### src/rtl/eth_pkg.sv
`default_nettype none
// ============================================================================
// Module   : eth_pkg
// Brief    : Shared constants, FIFO word layout and FSM state type for the
//            Ethernet/UDP TLP extractor.
// Revision : 1.0 - initial release
// ============================================================================
package eth_pkg;

    localparam int HDR_BYTES      = 42;
    localparam logic [15:0] ETHERTYPE_IPV4 = 16'h0800;

    // FIFO read word: {tkeep[7:0], tdata[63:0], tuser[7:0], tlast}
    localparam int FIFO_W         = 81;
    localparam int FIFO_LAST_BIT  = 0;
    localparam int FIFO_USER_LSB  = 1;
    localparam int FIFO_DATA_LSB  = 9;
    localparam int FIFO_KEEP_LSB  = 73;

    // The header ends mid-word, so the payload is realigned by this many bytes
    localparam int SHIFT_BYTES    = HDR_BYTES % 8;
    localparam int TAIL_BYTES     = 8 - SHIFT_BYTES;

    localparam logic [2:0] ETYPE_IDX    = 3'd1;
    localparam logic [2:0] HDR_LAST_IDX = 3'(HDR_BYTES / 8 - 1);
    localparam logic [2:0] PAYLOAD_IDX  = 3'(HDR_BYTES / 8);

    typedef enum logic [2:0] {
        ST_IDLE    = 3'd0,
        ST_HDR     = 3'd1,
        ST_PAYLOAD = 3'd2,
        ST_FLUSH   = 3'd3,
        ST_DROP    = 3'd4
    } state_t;

    // Network-order 16-bit field from two little-endian byte lanes
    function automatic logic [15:0] swap16(input logic [15:0] le);
        return {le[7:0], le[15:8]};
    endfunction

    function automatic logic [31:0] sat_inc(input logic [31:0] v);
        return (v == 32'hFFFF_FFFF) ? v : v + 32'd1;
    endfunction

endpackage
`default_nettype wire

### src/rtl/eth_keep_shift.sv
`default_nettype none
// ============================================================================
// Module   : eth_keep_shift
// Brief    : Combinational realign joining the tail of one word with the head
//            bytes of the next, for both data and byte-keep.
// Revision : 1.0 - initial release
// ============================================================================
module eth_keep_shift
    import eth_pkg::*;
(
    input  logic [TAIL_BYTES*8-1:0]  tail_data,
    input  logic [TAIL_BYTES-1:0]    tail_keep,
    input  logic [SHIFT_BYTES*8-1:0] head_data,
    input  logic [SHIFT_BYTES-1:0]   head_keep,
    output logic [63:0]              data,
    output logic [7:0]               keep
);

    assign data = {head_data, tail_data};
    assign keep = {head_keep, tail_keep};

endmodule
`default_nettype wire

### src/rtl/eth_tlp_extract.sv
`default_nettype none
// ============================================================================
// Module   : eth_tlp_extract
// Brief    : Validates Eth/IPv4/UDP headers of FIFO frames and streams the
//            2-byte-realigned TLP payload out on AXI-Stream.
// Revision : 1.0 - initial release
// ============================================================================
module eth_tlp_extract
    import eth_pkg::*;
#(
    parameter int          C_DATA_WIDTH = 64,
    parameter logic [15:0] UDP_PORT     = 16'h3000
) (
    input  logic                      user_clk,
    input  logic                      user_reset,
    input  logic [FIFO_W-1:0]         dout,
    input  logic                      empty,
    output logic                      rd_en,
    output logic [C_DATA_WIDTH-1:0]   m_axis_tdata,
    output logic [C_DATA_WIDTH/8-1:0] m_axis_tkeep,
    output logic                      m_axis_tlast,
    output logic                      m_axis_tvalid,
    input  logic                      m_axis_tready,
    output logic [21:0]               m_axis_tuser,
    output logic [31:0]               frames_ok,
    output logic [31:0]               frames_drop
);

    state_t                  r_state;
    logic [2:0]              r_idx;
    logic [TAIL_BYTES*8-1:0] r_tail_data;
    logic [TAIL_BYTES-1:0]   r_tail_keep;
    logic                    r_tvalid;
    logic                    r_tlast;
    logic [63:0]             r_tdata;
    logic [7:0]              r_tkeep;
    logic [31:0]             r_frames_ok;
    logic [31:0]             r_frames_drop;

    logic [63:0]             w_in_data;
    logic [7:0]              w_in_keep;
    logic                    w_in_last;
    logic                    w_out_free;
    logic                    w_first;
    logic                    w_more;
    logic                    w_no_head;
    logic                    w_rd_en;
    logic                    w_emit;
    logic                    w_emit_last;
    logic                    w_drop_done;
    logic                    w_hdr_bad;
    logic [TAIL_BYTES*8-1:0] w_sh_tail_data;
    logic [TAIL_BYTES-1:0]   w_sh_tail_keep;
    logic [SHIFT_BYTES*8-1:0] w_sh_head_data;
    logic [SHIFT_BYTES-1:0]  w_sh_head_keep;
    logic [63:0]             w_sh_data;
    logic [7:0]              w_sh_keep;
    logic                    w_unused;

    assign w_in_data  = dout[FIFO_DATA_LSB +: 64];
    assign w_in_keep  = dout[FIFO_KEEP_LSB +: 8];
    assign w_in_last  = dout[FIFO_LAST_BIT];
    assign w_unused   = ^dout[FIFO_USER_LSB +: 8];

    assign w_out_free = !r_tvalid || m_axis_tready;
    assign w_first    = (r_idx == PAYLOAD_IDX);
    // A last word still holds bytes past its head lanes, so a tail remains
    assign w_more     = w_in_keep[SHIFT_BYTES];
    assign w_hdr_bad  = ((r_idx == ETYPE_IDX)    && (swap16(w_in_data[47:32]) != ETHERTYPE_IPV4)) ||
                        ((r_idx == HDR_LAST_IDX) && (swap16(w_in_data[47:32]) != UDP_PORT));

    // First payload word or flush: the current tail stands alone
    assign w_no_head      = (r_state == ST_FLUSH) || w_first;
    assign w_sh_tail_data = w_first ? w_in_data[63:SHIFT_BYTES*8] : r_tail_data;
    assign w_sh_tail_keep = w_first ? w_in_keep[7:SHIFT_BYTES]    : r_tail_keep;
    assign w_sh_head_data = w_no_head ? '0 : w_in_data[SHIFT_BYTES*8-1:0];
    assign w_sh_head_keep = w_no_head ? '0 : w_in_keep[SHIFT_BYTES-1:0];

    eth_keep_shift u_keep_shift (
        .tail_data (w_sh_tail_data),
        .tail_keep (w_sh_tail_keep),
        .head_data (w_sh_head_data),
        .head_keep (w_sh_head_keep),
        .data      (w_sh_data),
        .keep      (w_sh_keep)
    );

    always_comb begin
        w_rd_en     = 1'b0;
        w_emit      = 1'b0;
        w_emit_last = 1'b0;
        w_drop_done = 1'b0;
        case (r_state)
            ST_HDR, ST_DROP: begin
                w_rd_en     = !empty;
                w_drop_done = !empty && w_in_last;
            end
            ST_PAYLOAD: begin
                w_rd_en = !empty && w_out_free;
                if (w_rd_en) begin
                    if (w_first) begin
                        w_emit      = w_in_last && w_more;
                        w_emit_last = 1'b1;
                        w_drop_done = w_in_last && !w_more;
                    end else begin
                        w_emit      = 1'b1;
                        w_emit_last = w_in_last && !w_more;
                    end
                end
            end
            ST_FLUSH: begin
                w_emit      = w_out_free;
                w_emit_last = 1'b1;
            end
            default: ;
        endcase
    end

    always_ff @(posedge user_clk or posedge user_reset) begin
        if (user_reset) begin
            r_state       <= ST_IDLE;
            r_idx         <= 3'd0;
            r_tail_data   <= '0;
            r_tail_keep   <= '0;
            r_tvalid      <= 1'b0;
            r_tlast       <= 1'b0;
            r_tdata       <= '0;
            r_tkeep       <= '0;
            r_frames_ok   <= '0;
            r_frames_drop <= '0;
        end else begin
            if (r_tvalid && m_axis_tready) begin
                r_tvalid <= 1'b0;
                if (r_tlast) begin
                    r_frames_ok <= sat_inc(r_frames_ok);
                end
            end
            if (w_emit) begin
                r_tvalid <= 1'b1;
                r_tdata  <= w_sh_data;
                r_tkeep  <= w_sh_keep;
                r_tlast  <= w_emit_last;
            end
            if (w_drop_done) begin
                r_frames_drop <= sat_inc(r_frames_drop);
            end

            case (r_state)
                ST_IDLE: begin
                    r_idx   <= 3'd0;
                    r_state <= ST_HDR;
                end
                ST_HDR: begin
                    if (w_rd_en) begin
                        if (w_in_last) begin
                            r_state <= ST_IDLE;
                        end else if (w_hdr_bad) begin
                            r_state <= ST_DROP;
                        end else begin
                            r_idx <= r_idx + 3'd1;
                            if (r_idx == HDR_LAST_IDX) begin
                                r_state <= ST_PAYLOAD;
                            end
                        end
                    end
                end
                ST_PAYLOAD: begin
                    if (w_rd_en) begin
                        r_tail_data <= w_in_data[63:SHIFT_BYTES*8];
                        r_tail_keep <= w_in_keep[7:SHIFT_BYTES];
                        if (w_first) begin
                            r_idx <= r_idx + 3'd1;
                        end
                        if (w_in_last) begin
                            r_state <= (!w_first && w_more) ? ST_FLUSH : ST_IDLE;
                        end
                    end
                end
                ST_FLUSH: begin
                    if (w_out_free) begin
                        r_state <= ST_IDLE;
                    end
                end
                ST_DROP: begin
                    if (w_rd_en && w_in_last) begin
                        r_state <= ST_IDLE;
                    end
                end
                default: r_state <= ST_IDLE;
            endcase
        end
    end

    assign rd_en         = w_rd_en;
    assign m_axis_tdata  = r_tdata;
    assign m_axis_tkeep  = r_tkeep;
    assign m_axis_tlast  = r_tlast;
    assign m_axis_tvalid = r_tvalid;
    assign m_axis_tuser  = '0;
    assign frames_ok     = r_frames_ok;
    assign frames_drop   = r_frames_drop;

endmodule
`default_nettype wire

### config.mk
export PLATFORM = sky130hd
export DESIGN_NAME = eth_tlp_extract
export DESIGN_NICKNAME = d
export VERILOG_FILES = /design/src/rtl/eth_pkg.sv /design/src/rtl/eth_keep_shift.sv /design/src/rtl/eth_tlp_extract.sv
export SDC_FILE = /design/constraint.sdc
export NUM_CORES = 1
export LEC_CHECK = 0
export CORE_MARGIN = 2
export CORE_UTILIZATION = 49
export DETAILED_ROUTE_END_ITERATION = 8
export HOLD_SLACK_MARGIN = 0.03
export PLACE_DENSITY = 0.86
export SLEW_MARGIN = 20
export SYNTH_ARGS = -nofsm -noshare
export SYNTH_HDL_FRONTEND = slang
export SYNTH_SLANG_ARGS = --single-unit
### constraint.sdc
create_clock -name user_clk -period 7.93 [get_ports user_clk]
set_input_delay 0.793 -clock user_clk [delete_from_list [all_inputs] [get_ports user_clk]]
set_output_delay 0.793 -clock user_clk [all_outputs]
set_load 0.01 [all_outputs]
Yosys cells after proc, flatten, opt, wreduce, memory -nomap -nowiden
Cells that the tools add are included.
- register bits: 198
- input bits: 85
- output and inout port bits: 161
- logic and storage cells: 92
- add/sub/neg operators: 3
- equal/unequal tests: 20
- muxes and demuxes: 32
- bitwise operators: 2
- reduce and logical (&&, ||, !) cells: 25
- operators with widths (kind ; count):
    adder 32 x 1 -> 32 bit (second input constant) ; 2
    equality test 32 bit (second input constant) ; 2
    2-to-1 mux 48 bit ; 1
    2-to-1 mux 3 bit ; 13
    2-to-1 mux 16 bit ; 1
    != test 16 x 12 -> 1 bit (second input constant) ; 1
    != test 16 x 14 -> 1 bit (second input constant) ; 1
    != test 2 bit (second input constant) ; 8
    case mux 3 bit (5 select lines) ; 1
    AND reduction 6 bit ; 2
    equality test 3 bit (second input constant) ; 3
    logical AND 1 bit ; 9
    case mux 3 bit (3 select lines) ; 1
    2-to-1 mux 1 bit ; 8
    case mux 1 bit (2 select lines) ; 4
    equality test 3 x 1 -> 1 bit (second input constant) ; 2
    equality test 3 x 2 -> 1 bit (second input constant) ; 2
    2-to-1 mux 6 bit ; 1
    logical NOT 1 bit ; 4
    2-to-1 mux 2 bit ; 2
    != test 4 bit (second input constant) ; 1
    AND reduction 2 bit ; 2
    adder 3 x 1 -> 3 bit (second input constant) ; 1
    logical NOT 3 bit ; 1
    other kinds (6) ; 9

Logic depth before layout (Yosys ltp)
Gate-level depths: netlist of the first run.
- depth after elaboration: 7
- depth in mapped cells: 11
- mapped depth without buffers: 8

By module
From an unflattened synthesis of the first run, not the netlist that was laid out.
- cell total of the unflattened synthesis: 834
- area total of the unflattened synthesis: 9955.8 um^2
- by module, submodules not included (module ; times used ; cells each ; area an instance (um^2) ; seq. area each (um^2)):
    eth_tlp_extract ; 1 ; 762 ; 9415.3 ; 4954.8
    eth_keep_shift ; 1 ; 72 ; 540.5 ; 0.0

Worst setup path after synthesis of the first run
OpenSTA, ideal clock, no wires.
- path type: input port to output port
- start point: in m_axis_tready
- end point: out rd_en
- data arrival time: 1.548 ns
- data required time: 7.137 ns
- setup slack: 5.589 ns
- stages on the path: 4
- path buffers: 1
- cells stage by stage: nand2b_1 > nand2_1 > clkbuf_1 > nand2_1
- word-level cells in the longest chain between the ends: 3
- RTL lines (element ; line ; RTL):
    start, declared ; eth_tlp_extract.sv:23 ; input logic m_axis_tready,
    logical OR 1 bit ; eth_tlp_extract.sv:65 ; assign w_out_free = !r_tvalid || m_axis_tready;
    logical AND 1 bit ; eth_tlp_extract.sv:99 ; w_rd_en = !empty && w_out_free;
    case mux 1 bit (2 select lines) ; eth_tlp_extract.sv:93 ; case (r_state)
    end, declared ; eth_tlp_extract.sv:18 ; output logic rd_en,
No other way between the ends.

Worst setup path in the final report of the first run
- start point: in empty
- end point: out rd_en
- word-level cells in the longest chain between the ends: 3
- RTL lines (element ; line ; RTL):
    start, declared ; eth_tlp_extract.sv:17 ; input logic empty,
    logical NOT 1 bit * ; eth_tlp_extract.sv:95, eth_tlp_extract.sv:99 ;
    logical AND 1 bit ; eth_tlp_extract.sv:99 ;
    case mux 1 bit (2 select lines) * ; eth_tlp_extract.sv:93 ;
Every way passes the cells marked *; elsewhere a longest branch is shown, timed or not.

==> impl_metrics.json, run 1 <==
{
  "status": "complete, no violations",
  "syn_area_mm2": 0.009111,
  "grt_max_degree": 133,
  "drt_wl_total_um": 20380,
  "critical_path_peak_fanout": 18,
  "critPathCaptureType": "output port",
  "clock_skew_ns": 0.01334,
  "grt_pass1_wl_um": 33820,
  "synth_edf_count": 0,
  "drive_gt1_frac": 0.1174,
  "hp-class": "reg -> reg",
  "cts_tree": "yes",
  "overflow": 0,
  "max_stage_delay_ns": 0.58,
  "worstSetupPathDepth": 5,
  "grt_use_total": 0.2126,
  "antenna_found_initial": 0,
  "power.internal_uw": 2501,
  "synth_ff_type": "dfrtp_1",
  "row_count": 49,
  "cp_top_family": "buffers and inverters",
  "ctsResizeCount": 0,
  "worst_slew_pin_slew_ns": 1.144,
  "final.period_utilization": 0.4591,
  "maxCapViolations": 0,
  "clkPwrFrac": 0.231,
  "htree_levels": 4,
  "worstSetupEndpoint": "rd_en",
  "cts_hold_buf": 0,
  "fin_nets": 1108,
  "syn_to_final_growth_pct": 31.38,
  "syn_inst": 817,
  "routedWlPerCell_um": 16.17,
  "switching_power_uw": 1248,
  "criticalPathCategory": "in -> out",
  "holdWs_ns": 0.4776,
  "vias": 6571,
  "fmax_mhz": 274.7,
  "die_area_mm2": 0.01970,
  "powerDensity_mw_per_mm2": 313.1,
  "min_period_ns": 3.640,
  "clock-root-buffer": "clkbuf_16",
  "critPathBufInv": 2,
  "rr_startpoint": "r_idx[1]$_DFFE_PP0P_",
  "async_flop_share": 1.000,
  "synth_top_area_cell": "dfrtp_1",
  "cts.clk_slew.worst_paths_ns": 0.07,
  "drt_first_pass_iters": 4,
  "crit_slowest_cell": "clkdlybuf4s50_1",
  "crit_arrival_ns": 2.85,
  "grt_pass1_vias": 6733,
  "ys_top_cells_by_area": "dfrtp_1 54%, mux2_2 6.9%, mux2i_1 5.9%",
  "yosys.area.top_type_share": 0.5438,
  "p_comb_frac": 0.353,
  "yosys_warnings": 0,
  "p_leak_uw": 0.005275,
  "dp_hpwl_um": 14020,
  "antenna_cells": 0,
  "critPathLaunchType": "primary input",
  "avgSynthCellArea_um2": 11.15,
  "r2r_setup_slack_ns": 4.86,
  "numCtsBuffers": 17,
  "ant_nets": 0,
  "cp_cell_sequence": "clkdlybuf4s50_1 -> nor4b_4 -> nand2_2 -> nand2_1 -> clkdlybuf4s50_1",
  "hold_viol_final": 0,
  "cts_sinks": 198,
  "vias_per_cell": 5.215,
  "start_util": 0.5038,
  "final_common_cell": "clkdlybuf4s50_1",
  "die_y_um": 140.4,
  "crit_top_cell": "clkdlybuf4s50_1",
  "clkLatencyLatePin_ns": 0.43,
  "ios": 246,
  "rsz0062_at_grt": "false",
  "io_buffers": 215,
  "setup_violations": 0,
  "finalSetupTns_ns": 0,
  "ys_types": 55,
  "final_cell_mix": "215 x clkdlybuf4s50_1, 198 x dfrtp_1, 127 x nand2_1",
  "clock_path_buffers": 2,
  "core_area_mm2": 0.01809,
  "gp_congestion": 0.8833,
  "vdd_drop_max_v": 0.0001843,
  "cp-startpoint": "empty",
  "slew_violations": 0,
  "r2r-end": "m_axis_tkeep[7]$_DFFE_PP0P_",
  "reg2reg_depth": 8,
  "die_w_um": 140.4,
  "max_slew_margin": 0.2354,
  "post_cts_buffers": 0,
  "ys_seq_elements": 198,
  "power_frac_seq": 0.415,
  "ys_seq_area_frac": 0.5438,
  "required_ns": 7.14,
  "p_sw_frac": 0.3329,
  "finalNonFillerCells": 1260,
  "placedCellCount": 1228,
  "drcViolationCount": 0,
  "drt_iter0_drc": 417
}
[Yosys cell counts (2+ instances only)]
| library cell | count |
|---|---|
| nand3_2 | 2 |
| a211oi_4 | 2 |
| and4_1 | 5 |
| nand2b_1 | 5 |
| buf_2 | 13 |
| clkbuf_1 | 22 |
| xor2_1 | 21 |
| nand2_1 | 128 |
| nor4b_4 | 2 |
| a21oi_1 | 13 |
| and2_1 | 2 |
| xnor2_1 | 43 |
| ha_1 | 5 |
| or3_4 | 2 |
| o22ai_1 | 2 |
| and3_1 | 15 |
| a31oi_1 | 3 |
| nor2_1 | 23 |
| mux2_2 | 56 |
| mux2i_1 | 54 |
| buf_4 | 22 |
| nor4_1 | 3 |
| nand3_1 | 28 |
| inv_1 | 15 |
| a2bb2oi_1 | 3 |
| nor3_1 | 8 |
| nor3_2 | 2 |
| dfrtp_1 | 198 |
| nor2b_1 | 4 |
| nand4_2 | 2 |
| nand4_1 | 17 |
| o21ai_0 | 74 |
[how the worst min path moves through the flow]
stage | from | to | slack (ns) | depth (start not counted)
detailed placement | m_axis_tdata[18]$_DFFE_PP0P_ | m_axis_tdata[18]$_DFFE_PP0P_ | 0.47 | 2
global placement | m_axis_tdata[3]$_DFFE_PP0P_ | m_axis_tdata[3]$_DFFE_PP0P_ | 0.46 | 2
floorplan | r_tail_data[0]$_DFFE_PP0P_ | r_tail_data[0]$_DFFE_PP0P_ | 0.48 | 1
finish | m_axis_tdata[18]$_DFFE_PP0P_ | m_axis_tdata[18]$_DFFE_PP0P_ | 0.48 | 2
CTS | m_axis_tdata[18]$_DFFE_PP0P_ | m_axis_tdata[18]$_DFFE_PP0P_ | 0.49 | 2
global route | m_axis_tkeep[2]$_DFFE_PP0P_ | m_axis_tkeep[2]$_DFFE_PP0P_ | 0.50 | 2
[per-layer routing]
metal	vias to the layer above	track usage	wire length, µm
met1	3186	0.2600	8680
met3	29	0.04479	961
li1	3178	-	-
met4	0	0.07709	429
met2	178	0.3725	10310
met5	-	0	0
[metrics by stage]
step,instance area [µm²],power [µW],util,setup slack [ns]
floorplan,9190,2303,-,1.740
global placement,11370,2846,0.6286,4.325
detailed placement,11370,2907,0.6286,4.319
CTS,11960,3786,0.6614,4.300
global route,11970,3991,0.6618,4.149
finish,11970,3748,0.6618,4.290
[power by group through the flow]
stage	logic [µW]	clock network, µW	registers, µW
6_report	1320	868	1560
5_1_grt	1460	931	1600
4_1_cts	1340	890	1550
3_5_place_dp	1340	0	1570
3_3_place_gp	1300	0	1550
2_1_floorplan	691	0	1610
[sequential cells by signal, summed over array words and instances, names as in the netlist]
name	cells
r_idx	3
frames_ok	32
r_state	3
r_tail_keep	6
m_axis_tkeep	8
m_axis_tvalid	1
m_axis_tlast	1
frames_drop	32
r_tail_data	48
m_axis_tdata	64
[final cells by class]
cell class / count / area (µm²)
sequential: 198 / 4955
tap: 229 / 286.5
timing repair buffer: 220 / 2190
multi-input combinational: 566 / 3881
clock buffer: 19 / 452.9
clock inverter: 13 / 141.4
fill: 1415 / 6116
inverter: 15 / 63.81
[worst reg2reg max path, cell delays in order, from the launching register on]
cell	delay, ns
dfrtp_1	0.38
inv_1	0.10
ha_1	0.18
nand2_1	0.66
a21oi_1	0.35
nor2_1	0.10
a31oi_4	0.17
buf_4	0.69
o21ai_0	0.28
[logic make-up (layout without fill, tap and decap cells)]
family,count (synthesis),in the layout,synth area share
muxes,111,111,0.1302
and+or+nand+nor,258,258,0.1432
buffers and inverters,74,267,0.04216
AOI/OAI and AO/OA,106,106,0.07182
other,1,22,0.0004116
DFF,198,198,0.5438
adders and majority gates,5,5,0.006866
xor gates and xnor gates,64,64,0.06152
(Power assumes the default switching activity.)
==> run 2, diff against run 1 <==
- CORE_UTILIZATION: 49 -> 44
- PLACE_DENSITY: 0.86 -> 0.82
- clock period: 7.93 -> 3.2 ns (I/O delays scaled with it)
==> run 2 against run 1 <==
  * Core utilization shrank 6.6 points
  * Combinational power grew to 2.5 times the previous value
  * Power grew 150%
  * Register-to-register slack lost 4.0 ns
  * Clock power grew 150%
  * Routed wire length grew 1.3%
  * Count of clock-buffer cells in the layout shrank 2
  * Cell count grew 3.9%
==> impl_metrics.json, run 2 (synthesized netlist as in run 1, its figures left out) <==
{
  "cts.clk_slew.worst_paths_ns": 0.07,
  "rr_startpoint": "r_state[1]$_DFFE_PP0P_",
  "grt_pass1_wl_um": 33860,
  "clock-root-buffer": "clkbuf_16",
  "ctsResizeCount": 0,
  "die_y_um": 147.9,
  "grt_max_degree": 106,
  "drive_gt1_frac": 0.1242,
  "min_period_ns": 2.601,
  "final_cell_mix": "215 x clkdlybuf4s50_1, 198 x dfrtp_1, 127 x nand2_1",
  "drt_iter0_drc": 343,
  "grt_pass1_vias": 6706,
  "powerDensity_mw_per_mm2": 771.7,
  "vias_per_cell": 5.092,
  "clkLatencyLatePin_ns": 0.43,
  "status": "complete, no violations",
  "die_w_um": 147.9,
  "io_buffers": 215,
  "grt_use_total": 0.1939,
  "cp_cell_sequence": "nor4b_4 -> nand2_2 -> nand2_1 -> clkdlybuf4s50_1",
  "start_util": 0.4488,
  "crit_slowest_cell": "dfrtp_1",
  "r2r-end": "frames_drop[27]$_DFFE_PP0P_",
  "fmax_mhz": 384.5,
  "routedWlPerCell_um": 15.78,
  "finalSetupTns_ns": 0,
  "cp_top_family": "flip-flops",
  "fin_nets": 1116,
  "clock_skew_ns": 0.01612,
  "drcViolationCount": 0,
  "dp_hpwl_um": 14700,
  "overflow": 0,
  "reg2reg_depth": 6,
  "final_util": 0.5955,
  "critPathBufInv": 1,
  "final_common_cell": "clkdlybuf4s50_1",
  "clock_path_buffers": 2,
  "required_ns": 2.88,
  "critPathCaptureType": "output port",
  "die_area_mm2": 0.02187,
  "drt_wl_total_um": 20650,
  "cts_tree": "yes",
  "criticalPathCategory": "reg -> out",
  "hp-class": "in -> async",
  "r2r_setup_slack_ns": 0.88,
  "critPathLaunchType": "flop",
  "drt_first_pass_iters": 4,
  "antenna_cells": 0,
  "syn_to_final_growth_pct": 32.67,
  "htree_levels": 4,
  "post_cts_buffers": 0,
  "placedCellCount": 1277,
  "worst_slew_pin_slew_ns": 0.7000,
  "critical_path_peak_fanout": 13,
  "gp_congestion": 0.8082,
  "slew_violations": 0,
  "row_count": 52,
  "max_slew_margin": 0.5333,
  "ant_nets": 0,
  "max_stage_delay_ns": 0.65,
  "core_area_mm2": 0.02030,
  "antenna_found_initial": 0,
  "largest_register_ffs": 64,
  "finalNonFillerCells": 1309,
  "worstSetupPathDepth": 4,
  "maxCapViolations": 0,
  "p_leak_uw": 0.005314,
  "setup_violations": 0,
  "numCtsBuffers": 17,
  "vias": 6666,
  "cts_hold_buf": 0,
  "crit_arrival_ns": 2.28,
  "ios": 246,
  "vdd_drop_max_v": 0.0004062,
  "rsz0062_at_grt": "false",
  "cts_sinks": 198,
  "final.period_utilization": 0.8127,
  "hold_viol_final": 0
}
-- run 2: cell count changes in the layout (fill, tap and decap cells not counted), sizes merged --
cell / change
clkbuf: -2
clkinv: +1
buf: +8
inv: +1
-- run 2: layer usage --
layer / routed length, µm / GRT usage / part of all wire / vias to the layer above
met2: 10100 / 0.3198 / 0.49 / 202
li1: - / - / - / 3198
met3: 1164 / 0.04537 / 0.056 / 36
met4: 509 / 0.07762 / 0.025 / 0
met1: 8875 / 0.2486 / 0.43 / 3230
met5: 0 / 0 / 0 / -
-- run 2: power by group --
group | internal (µW) | switching [µW] | total (µW) | leakage, µW
logic | 1750 | 1570 | 3320 | 0.00251
clock network | 1110 | 1040 | 2150 | 0.000287
registers | 3350 | 516 | 3860 | 0.00252
total | 6200 | 3130 | 9330 | 0.00531
-- run 2: worst max-delay path by stage --
stage,from,end,slack (ns)
after detailed placement,empty,frames_drop[31]$_DFFE_PP0P_,0.66
after CTS,r_state[1]$_DFFE_PP0P_,rd_en,0.57
after floorplan,user_reset,frames_drop[0]$_DFFE_PP0P_,0.32
after global placement,empty,frames_drop[24]$_DFFE_PP0P_,0.70
final,r_state[1]$_DFFE_PP0P_,rd_en,0.60
after global routing,r_state[1]$_DFFE_PP0P_,rd_en,0.44
-- run 2: final cells by class --
cell class / count / area (µm²)
clock inverter: 15 / 161.4
tap: 270 / 337.8
fill: 1690 / 8212
timing repair buffer: 228 / 2275
clock buffer: 17 / 425.4
sequential: 198 / 4955
inverter: 15 / 60.06
multi-input combinational: 566 / 3874
-- run 2: stage by stage --
step	hold slack (ns)	total power [µW]	setup slack (ns)	area, µm²
after CTS	0.1450	9441	0.5657	12090
after global placement	0.4613	7123	0.7007	11500
final	0.1606	9328	0.5992	12090
after floorplan	0.4560	5707	0.3196	9194
after global routing	0.1378	9974	0.4367	12090
after detailed placement	0.4689	7279	0.6629	11500
